[src/rtl/data_memory_arbiter_pkg.sv]
// Shared types and sizes for the data memory arbiter: widths, FSM states,
// the registered memory command and a small id-to-one-hot helper.
package data_memory_arbiter_pkg;

    localparam int ADDR_W  = 8;
    localparam int DATA_W  = 32;
    localparam int NUM_REQ = 2;

    typedef enum logic [1:0] {
        ARB_IDLE  = 2'd0,
        ARB_ISSUE = 2'd1,
        ARB_RWAIT = 2'd2
    } arb_state_t;

    typedef struct packed {
        logic              we;
        logic [ADDR_W-1:0] addr;
        logic [DATA_W-1:0] wdata;
    } mem_cmd_t;

    // Convert a requester id into its response/grant bit position
    function automatic logic [NUM_REQ-1:0] id_to_onehot(input logic id);
        logic [NUM_REQ-1:0] onehot;
        if (id) begin
            onehot = 2'b10;
        end else begin
            onehot = 2'b01;
        end
        return onehot;
    endfunction

endpackage

[src/rtl/data_memory_arbiter_if.sv]
// Bundle of the two-master request/response bus and the memory pin bus.
// The slave side is the arbiter; the master side is whoever drives the
// requests and models the memory's read port.
interface data_memory_arbiter_if #(
    parameter int ADDR_W = 8,
    parameter int DATA_W = 32
);
    logic [1:0]          req_valid;
    logic [1:0]          req_ready;
    logic [1:0]          req_we;
    logic [2*ADDR_W-1:0] req_addr;
    logic [2*DATA_W-1:0] req_wdata;
    logic [1:0]          rsp_valid;
    logic [DATA_W-1:0]   rsp_rdata;
    logic                mem_en;
    logic                mem_wen;
    logic [ADDR_W-1:0]   mem_addr;
    logic [DATA_W-1:0]   mem_wdata;
    logic [DATA_W-1:0]   mem_rdata;

    modport slave (
        input  req_valid, req_we, req_addr, req_wdata, mem_rdata,
        output req_ready, rsp_valid, rsp_rdata,
        output mem_en, mem_wen, mem_addr, mem_wdata
    );

    modport master (
        output req_valid, req_we, req_addr, req_wdata, mem_rdata,
        input  req_ready, rsp_valid, rsp_rdata,
        input  mem_en, mem_wen, mem_addr, mem_wdata
    );
endinterface

[src/rtl/data_memory_arbiter_rr.sv]
// Combinational two-way round-robin picker. A lone requester always wins;
// on a tie the requester that was not granted last time wins.
module rr_arbiter2 (
    input  logic [1:0] req,
    input  logic       last_grant,
    output logic [1:0] gnt,
    output logic       gnt_id
);

    // Select the winner from the request vector and the previous grant
    always_comb begin
        gnt    = 2'b00;
        gnt_id = 1'b0;
        case (req)
            2'b01: begin
                gnt    = 2'b01;
                gnt_id = 1'b0;
            end
            2'b10: begin
                gnt    = 2'b10;
                gnt_id = 1'b1;
            end
            2'b11: begin
                if (last_grant) begin
                    gnt    = 2'b01;
                    gnt_id = 1'b0;
                end else begin
                    gnt    = 2'b10;
                    gnt_id = 1'b1;
                end
            end
            default: begin
                gnt    = 2'b00;
                gnt_id = 1'b0;
            end
        endcase
    end

endmodule

[src/rtl/data_memory_arbiter.sv]
// Arbiter and sequencer in front of the single-port data memory. Accepts one
// command at a time from two masters, strobes the memory for one cycle and
// returns a one-cycle response pulse (with read data for reads).
module data_memory_arbiter
    import data_memory_arbiter_pkg::*;
(
    input  logic                        clk,
    input  logic                        rst,
    data_memory_arbiter_if.slave        bus,
    output logic                        busy
);

    arb_state_t        state_r;
    arb_state_t        state_s;
    mem_cmd_t          cmd_r;
    mem_cmd_t          cmd_s;
    logic              mem_en_r;
    logic              id_r;
    logic              last_grant_r;
    logic [1:0]        gnt_s;
    logic              gnt_id_s;
    logic              accept_s;
    logic [1:0]        ready_s;
    logic [1:0]        rsp_valid_s;
    logic [1:0]        rsp_valid_r;
    logic [DATA_W-1:0] rsp_rdata_r;
    logic              busy_r;

    rr_arbiter2 u_rr (
        .req        (bus.req_valid),
        .last_grant (last_grant_r),
        .gnt        (gnt_s),
        .gnt_id     (gnt_id_s)
    );

    // Gather the winning master's command fields
    always_comb begin
        cmd_s = '0;
        if (gnt_id_s) begin
            cmd_s.we    = bus.req_we[1];
            cmd_s.addr  = bus.req_addr[2*ADDR_W-1:ADDR_W];
            cmd_s.wdata = bus.req_wdata[2*DATA_W-1:DATA_W];
        end else begin
            cmd_s.we    = bus.req_we[0];
            cmd_s.addr  = bus.req_addr[ADDR_W-1:0];
            cmd_s.wdata = bus.req_wdata[DATA_W-1:0];
        end
    end

    // Next-state, ready and response-pulse decode
    always_comb begin
        state_s     = state_r;
        accept_s    = 1'b0;
        ready_s     = 2'b00;
        rsp_valid_s = 2'b00;
        case (state_r)
            ARB_IDLE: begin
                ready_s = gnt_s;
                if (gnt_s != 2'b00) begin
                    accept_s = 1'b1;
                    state_s  = ARB_ISSUE;
                end else begin
                    state_s  = ARB_IDLE;
                end
            end
            ARB_ISSUE: begin
                if (cmd_r.we) begin
                    rsp_valid_s = id_to_onehot(id_r);
                    state_s     = ARB_IDLE;
                end else begin
                    state_s     = ARB_RWAIT;
                end
            end
            ARB_RWAIT: begin
                rsp_valid_s = id_to_onehot(id_r);
                state_s     = ARB_IDLE;
            end
            default: begin
                state_s = ARB_IDLE;
            end
        endcase
    end

    // FSM state and busy flag
    always_ff @(posedge clk or posedge rst) begin
        if (rst) begin
            state_r <= ARB_IDLE;
            busy_r  <= 1'b0;
        end else begin
            state_r <= state_s;
            busy_r  <= (state_s != ARB_IDLE);
        end
    end

    // Command register: holds the accepted command only for the ISSUE cycle
    // so the memory pins read back as zero in every other state
    always_ff @(posedge clk or posedge rst) begin
        if (rst) begin
            cmd_r    <= '0;
            mem_en_r <= 1'b0;
        end else if (accept_s) begin
            cmd_r    <= cmd_s;
            mem_en_r <= 1'b1;
        end else begin
            cmd_r    <= '0;
            mem_en_r <= 1'b0;
        end
    end

    // Granted id and round-robin history, updated on accept only
    always_ff @(posedge clk or posedge rst) begin
        if (rst) begin
            id_r         <= 1'b0;
            last_grant_r <= 1'b1;
        end else if (accept_s) begin
            id_r         <= gnt_id_s;
            last_grant_r <= gnt_id_s;
        end else begin
            id_r         <= id_r;
            last_grant_r <= last_grant_r;
        end
    end

    // Response pulse and read-data capture; data holds between reads
    always_ff @(posedge clk or posedge rst) begin
        if (rst) begin
            rsp_valid_r <= 2'b00;
            rsp_rdata_r <= '0;
        end else begin
            rsp_valid_r <= rsp_valid_s;
            if (state_r == ARB_RWAIT) begin
                rsp_rdata_r <= bus.mem_rdata;
            end else begin
                rsp_rdata_r <= rsp_rdata_r;
            end
        end
    end

    assign bus.req_ready = ready_s;
    assign bus.rsp_valid = rsp_valid_r;
    assign bus.rsp_rdata = rsp_rdata_r;
    assign bus.mem_en    = mem_en_r;
    assign bus.mem_wen   = cmd_r.we;
    assign bus.mem_addr  = cmd_r.addr;
    assign bus.mem_wdata = cmd_r.wdata;
    assign busy          = busy_r;

endmodule
[src/flat_wrapper.sv]
// flat-port wrapper written by rule: the top's interface ports become plain ports
module data_memory_arbiter_flat import data_memory_arbiter_pkg::*;
  (clk, rst, busy, bus_req_valid, bus_req_we, bus_req_addr, bus_req_wdata, bus_mem_rdata, bus_req_ready, bus_rsp_valid, bus_rsp_rdata, bus_mem_en, bus_mem_wen, bus_mem_addr, bus_mem_wdata);
  data_memory_arbiter_if bus_i ();
  input  logic clk;
  input  logic rst;
  output logic busy;
  input wire logic [$bits(bus_i.req_valid)-1:0] bus_req_valid;
  input wire logic [$bits(bus_i.req_we)-1:0] bus_req_we;
  input wire logic [$bits(bus_i.req_addr)-1:0] bus_req_addr;
  input wire logic [$bits(bus_i.req_wdata)-1:0] bus_req_wdata;
  input wire logic [$bits(bus_i.mem_rdata)-1:0] bus_mem_rdata;
  output wire logic [$bits(bus_i.req_ready)-1:0] bus_req_ready;
  output wire logic [$bits(bus_i.rsp_valid)-1:0] bus_rsp_valid;
  output wire logic [$bits(bus_i.rsp_rdata)-1:0] bus_rsp_rdata;
  output wire logic [$bits(bus_i.mem_en)-1:0] bus_mem_en;
  output wire logic [$bits(bus_i.mem_wen)-1:0] bus_mem_wen;
  output wire logic [$bits(bus_i.mem_addr)-1:0] bus_mem_addr;
  output wire logic [$bits(bus_i.mem_wdata)-1:0] bus_mem_wdata;
  assign bus_i.req_valid = bus_req_valid;
  assign bus_i.req_we = bus_req_we;
  assign bus_i.req_addr = bus_req_addr;
  assign bus_i.req_wdata = bus_req_wdata;
  assign bus_i.mem_rdata = bus_mem_rdata;
  assign bus_req_ready = bus_i.req_ready;
  assign bus_rsp_valid = bus_i.rsp_valid;
  assign bus_rsp_rdata = bus_i.rsp_rdata;
  assign bus_mem_en = bus_i.mem_en;
  assign bus_mem_wen = bus_i.mem_wen;
  assign bus_mem_addr = bus_i.mem_addr;
  assign bus_mem_wdata = bus_i.mem_wdata;
  data_memory_arbiter u_core (.clk(clk), .rst(rst), .bus(bus_i), .busy(busy));
endmodule
[config.mk]
export PLATFORM = sky130hd
export DESIGN_NAME = data_memory_arbiter_flat
export DESIGN_NICKNAME = d
export VERILOG_FILES = /design/src/rtl/data_memory_arbiter_pkg.sv /design/src/rtl/data_memory_arbiter_if.sv /design/src/rtl/data_memory_arbiter_rr.sv /design/src/rtl/data_memory_arbiter.sv /design/src/flat_wrapper.sv
export SDC_FILE = /design/constraint.sdc
export NUM_CORES = 1
export LEC_CHECK = 0
export ABC_AREA = 1
export CAP_MARGIN = 20
export CORE_MARGIN = 5
export CORE_UTILIZATION = 42
export DETAILED_ROUTE_END_ITERATION = 10
export PLACE_DENSITY = 0.86
export SETUP_SLACK_MARGIN = 0.05
export SYNTH_ARGS = -nofsm -noshare
export SYNTH_HDL_FRONTEND = slang
export SYNTH_HIERARCHICAL = 1
export SYNTH_SLANG_ARGS = --single-unit
[constraint.sdc]
create_clock -name clk -period 4.1 [get_ports clk]
set_input_delay 0.615 -clock clk [delete_from_list [all_inputs] [get_ports clk]]
set_output_delay 0.615 -clock clk [all_outputs]
set_load 0.03 [all_outputs]
== Word-level counts from Yosys, hierarchy flattened ==
Index checks and enable logic that the tools add are counted.

* Bits in registers: 81
* Input bits: 118
* Output and inout port bits: 79
* Logic and storage cells: 34

* Equality and inequality tests: 5
* Multiplexer cells: 16
* Reduce and logical (&&, ||, !) cells: 3

{| class="wikitable"
|+ Operators with widths
! cell !! number
|-
| 2-to-1 mux 41 bit || 2
|-
| 2-to-1 mux 2 bit || 5
|-
| case mux 2 bit (2 select lines) || 2
|-
| == test 2 bit, second input constant || 3
|-
| case mux 2 bit (3 select lines) || 1
|-
| 2-to-1 mux 1 bit || 5
|-
| == test 2 x 1 -> 1 bit, second input constant || 2
|-
| nonzero test 2 bit || 2
|-
| logical NOT 2 bit || 1
|-
| case mux 1 bit (2 select lines) || 1
|}

== Logic depth before layout (Yosys ltp) ==
* Word-level depth: 6
* Mapped depth: 9
* Depth with buffers taken out: 7

== Modules after synthesis ==
The synthesis kept the hierarchy.

{| class="wikitable"
|+ Modules (own cells, without submodules)
! module !! instances !! cells each !! area each (µm²) !! seq. area each (µm²)
|-
| data_memory_arbiter || 1 || 432 || 3532.1 || 2028.2
|-
| rr_arbiter2 || 1 || 6 || 25.0 || 0.0
|}

== Least setup slack after synthesis ==
Ideal clock, no wire load.

* Path kind: input to output
* Start point: input bus_req_valid[1]
* End point: output bus_req_ready[1]
* Data arrival time: 1.182 ns
* Data required time: 3.485 ns
* Slack: 2.303 ns
* Stages: 4
* Path through: inv_1 -> a21oi_1 -> nand2_4 -> inv_1

* Cells in the longest elaborated chain, start to end: 3
* Elaborated cells between the ends (all ways): 5
* Classes of those cells: eq/ne: 3; mux: 2

{| class="wikitable"
|+ Ends and longest elaborated chain
! item !! RTL line !! RTL
|-
| start: declaration || flat_wrapper.sv:8 || <nowiki>input wire logic [$bits(bus_i.req_valid)-1:0] bus_req_valid;</nowiki>
|-
| == test 2 bit or == test 2 x 1 -> 1 bit (tied branches) || data_memory_arbiter_rr.sv:14 || <nowiki>case (req)</nowiki>
|-
| case mux 2 bit (3 select lines) (*) || data_memory_arbiter_rr.sv:14 ||
|-
| via u_core.gnt_s[1] || data_memory_arbiter.sv:20 || <nowiki>logic [1:0] gnt_s;</nowiki>
|-
| 2-to-1 mux 2 bit (*) || data_memory_arbiter.sv:56 || <nowiki>case (state_r)</nowiki>
|-
| end: declaration || flat_wrapper.sv:13 || <nowiki>output wire logic [$bits(bus_i.req_ready)-1:0] bus_req_ready;</nowiki>
|}

Mark *: on every way through the listed nets, which the timed path passes. The rest lies on a longest branch.

== Worst setup path in the final report ==
* Start point: input bus_req_valid[0]
* End point: output bus_req_ready[0]

Same word-level chain as after synthesis.

==> impl_metrics.json <==
{
  "final-setup-viol-count": 0,
  "post_synth_inst_count": 438,
  "synth_sequential_area_ratio_pct": 57.0,
  "cp-endpoint": "bus_req_ready[0]",
  "io_buffer_count": 196,
  "syn2layout_area_growth_pct": 61.2,
  "post_synth_instance_area_sq_um": 3560,
  "chipHeight_um": 102,
  "postLayoutCellArea_sq_um": 5730,
  "postPlaceCellArea_sq_um": 5540,
  "critical-path-max-stage-delay_ps": 670,
  "clock-skew-final_ps": 11.4,
  "crit_type": "primary input to primary output",
  "drc": 0,
  "instances_no_fill": 736,
  "post_synth.cell_area_avg_sq_um": 8.12,
  "finalMaxSlewViolations": 0,
  "detailed_place_hpwl_um": 7600,
  "grt_max_degree": 67,
  "timing.slew.headroom_pct": 32.5,
  "post_drt_via_cell_ratio": 4.43,
  "placed_cells_incl_taps": 721,
  "finalNetCount": 749,
  "num_vias": 3257,
  "global_route.overflow_total": 0,
  "cp_num_cells": 6,
  "placement_rows": 33,
  "rrSetupSlack_ps": 2230,
  "clk-insertion-delay-late_ps": 330,
  "depth_of_the_most_critical_reg_to_reg_path": 4,
  "critical_path.max_fanout": 6,
  "tritoncts_clock_tree": "built",
  "crit_buf_inv": 3,
  "number_of_buffers_inserted_during_clock_tree_synthesis": 9,
  "r2r-start": "u_core/state_r[0]",
  "cellLeakagePower_nw": 3.02,
  "synth.distinct_cells": 18,
  "antenna_violations_before_repair": 0,
  "clock-root-buffer": "sky130_fd_sc_hd__clkbuf_8",
  "cts_resized": 0,
  "global_route.usage.total_pct": 18.4,
  "drt_first_iter_violations": 118,
  "clock_sink_count": 81,
  "place_congestion": 0.830,
  "worst_setup_hold_path_clk_slew_ps": 70,
  "cap_violations": 0,
  "via_count_of_the_first_global_routing_pass": 3243,
  "most_common_cell_after_layout_fill_and_taps_aside": "sky130_fd_sc_hd__nand2_1",
  "final_period_minus_worst_setup_slack_ps": 2870,
  "worstPathCellList": "clkdlybuf4s50_1 > nand2_1 > nand2_1 > nand2_4 > inv_1 > clkdlybuf4s50_1",
  "design.portCount": 197,
  "fin_total_pwr_mw": 3.83,
  "worst_ir_drop_vdd_mv": 0.424,
  "design.die.area_sq_um": 10400,
  "critPathTopFamily": "buffers and inverters",
  "start_util_pct": 43.3,
  "placeableCoreArea_sq_um": 8220,
  "max_slew.worst_pin.slew_ps": 1010,
  "final.fill_count": 638,
  "final_min_period_over_clock_period_pct": 70.1,
  "post-cts-setup-buffers": 0,
  "ys_seq_elements": 81,
  "clock.fmax_mhz": 348,
  "antennaDiodeCount": 0,
  "fin_setup_tns_ps": 0,
  "h-tree-depth": 3,
  "timing.critical_path.from_type": "primary input",
  "post_route_cells_drive_above_1_share_pct": 4.75,
  "final_core_util_pct": 69.8,
  "worst-endpoint-arrival_ps": 2260,
  "worst_r2r_endpoint": "u_core/bus.rsp_rdata[0]",
  "grt_first_pass_wirelength_um": 14900,
  "mostFrequentLayoutCells": "sky130_fd_sc_hd__nand2_1 (202), sky130_fd_sc_hd__clkdlybuf4s50_1 (196), sky130_fd_sc_hd__dfrtp_1 (80)",
  "cts.hold.buffers_added": 0,
  "clk_path_buf_depth": 2,
  "critical_path_required_ps": 3480,
  "remaining_antenna_violation_count_after_routing": 0,
  "count_of_final_hold_check_violations": 0,
  "power-per-cell-area_nw_per_um2": 668,
  "drt_wl_total_um": 9630,
  "die_width_um": 102,
  "yosys_synthesis_warning_count": 6,
  "unrepaired_setup_endpoints_after_global_routing": "false",
  "timing.critical_path.to_type": "primary output",
  "crit_path_start": "bus_req_valid[0]",
  "worst_path_max_delay_cell": "sky130_fd_sc_hd__clkdlybuf4s50_1",
  "detail_route.first_pass.iterations": 6,
  "hold_class": "flip-flop to flip-flop",
  "synth_fp_nets": 560,
  "wl_per_cell_um": 13.1,
  "run_status": "complete, no violations"
}
## flip-flops by register name (all words and copies together), names as in the netlist
register and cells:
u_core/bus.mem_wen 1, u_core/busy 1, u_core/bus.mem_wdata 32, u_core/bus.rsp_rdata 32, u_core/id_r 1, u_core/bus.rsp_valid 2, u_core/state_r 2, u_core/last_grant_r 1
u_core/bus.mem_en 1, u_core/bus.mem_addr 8
## layout make-up
| type | count | area, sq um | area share [%] |
|---|---|---|---|
| clock buffers | 12 | 155 | 2.71 |
| clock inverters | 3 | 40.0 | 0.698 |
| inverters | 83 | 313 | 5.45 |
| multi-input cells | 254 | 1090 | 19.0 |
| flip-flops and latches | 81 | 2030 | 35.4 |
| well taps | 105 | 131 | 2.29 |
| repair buffers | 198 | 1980 | 34.5 |
## stage by stage
| step | hold WS [ps] | setup slack [ps] |
|---|---|---|
| final | 530 | 1230 |
| after global routing | 549 | 1140 |
| after CTS | 535 | 1230 |
| after detailed placement | 518 | 1240 |
| after global placement | 489 | 1270 |
| after floorplan | 479 | 1410 |
## cell usage after synthesis
master / count / share of area (%)
sky130_fd_sc_hd__buf_12: 1 / 0.56
sky130_fd_sc_hd__nand3_1: 3 / 0.42
sky130_fd_sc_hd__dfstp_2: 1 / 0.74
sky130_fd_sc_hd__nand2_4: 2 / 0.63
sky130_fd_sc_hd__buf_4: 4 / 0.84
sky130_fd_sc_hd__nand2_1: 202 / 21
sky130_fd_sc_hd__inv_2: 4 / 0.42
sky130_fd_sc_hd__ha_1: 4 / 1.4
sky130_fd_sc_hd__a21oi_1: 4 / 0.56
sky130_fd_sc_hd__nand2_2: 3 / 0.53
sky130_fd_sc_hd__clkbuf_1: 2 / 0.21
sky130_fd_sc_hd__buf_6: 3 / 0.95
sky130_fd_sc_hd__buf_2: 10 / 1.4
sky130_fd_sc_hd__dfrtp_1: 80 / 56
sky130_fd_sc_hd__inv_1: 79 / 8.3
sky130_fd_sc_hd__nor2_1: 3 / 0.32
sky130_fd_sc_hd__o21ai_0: 32 / 4.5
sky130_fd_sc_hd__nand2_8: 1 / 0.56
## worst min-delay path by stage
stage	from	end	slack, ps	depth (start not counted)
after detailed placement	u_core/bus.rsp_rdata[30]	u_core/bus.rsp_rdata[30]	520	2
after global placement	u_core/bus.mem_wen	u_core/state_r[1]	490	1
after CTS	u_core/bus.rsp_rdata[15]	u_core/bus.rsp_rdata[15]	540	2
after global routing	u_core/bus.rsp_rdata[3]	u_core/bus.rsp_rdata[3]	550	2
final	u_core/bus.rsp_rdata[15]	u_core/bus.rsp_rdata[15]	530	2
after floorplan	u_core/last_grant_r	u_core/last_grant_r	480	2
## power breakdown
group	leakage, nW	internal (mW)	switching (mW)
clock network	0.102	0.310	0.247
logic	1.88	0.785	1.23
registers	1.04	1.12	0.139
total	3.02	2.21	1.62
## layer usage
metal  part of all wire [%]  routed length [um]  vias to the layer above  GRT usage (%)
li1                       -                   -                     1637              -
met1                     39                3790                     1440           21.9
met2                     45                4380                      166           30.1
met3                     14                1310                       14           7.37
met4                    1.6                 154                        0           6.96
met5                      0                   0                        -              0
## kinds of logic (layout without fill, tap and decap cells)
family          after synthesis  count (layout)  synth area share [%]
simple gates                214             214                  23.8
buf+inv                     103             296                  12.7
flops                        81              81                  57.0
fa+ha+maj                     4               4                  1.41
compound gates               36              36                  5.06
## worst reg2reg max path: stages, from the launching register on
cell and delay (ps):
sky130_fd_sc_hd__dfrtp_1 410, sky130_fd_sc_hd__inv_1 100, sky130_fd_sc_hd__ha_2 860, sky130_fd_sc_hd__nand2_1 260
sky130_fd_sc_hd__o21ai_0 160
Note: power is estimated with default switching activity, not from simulation.
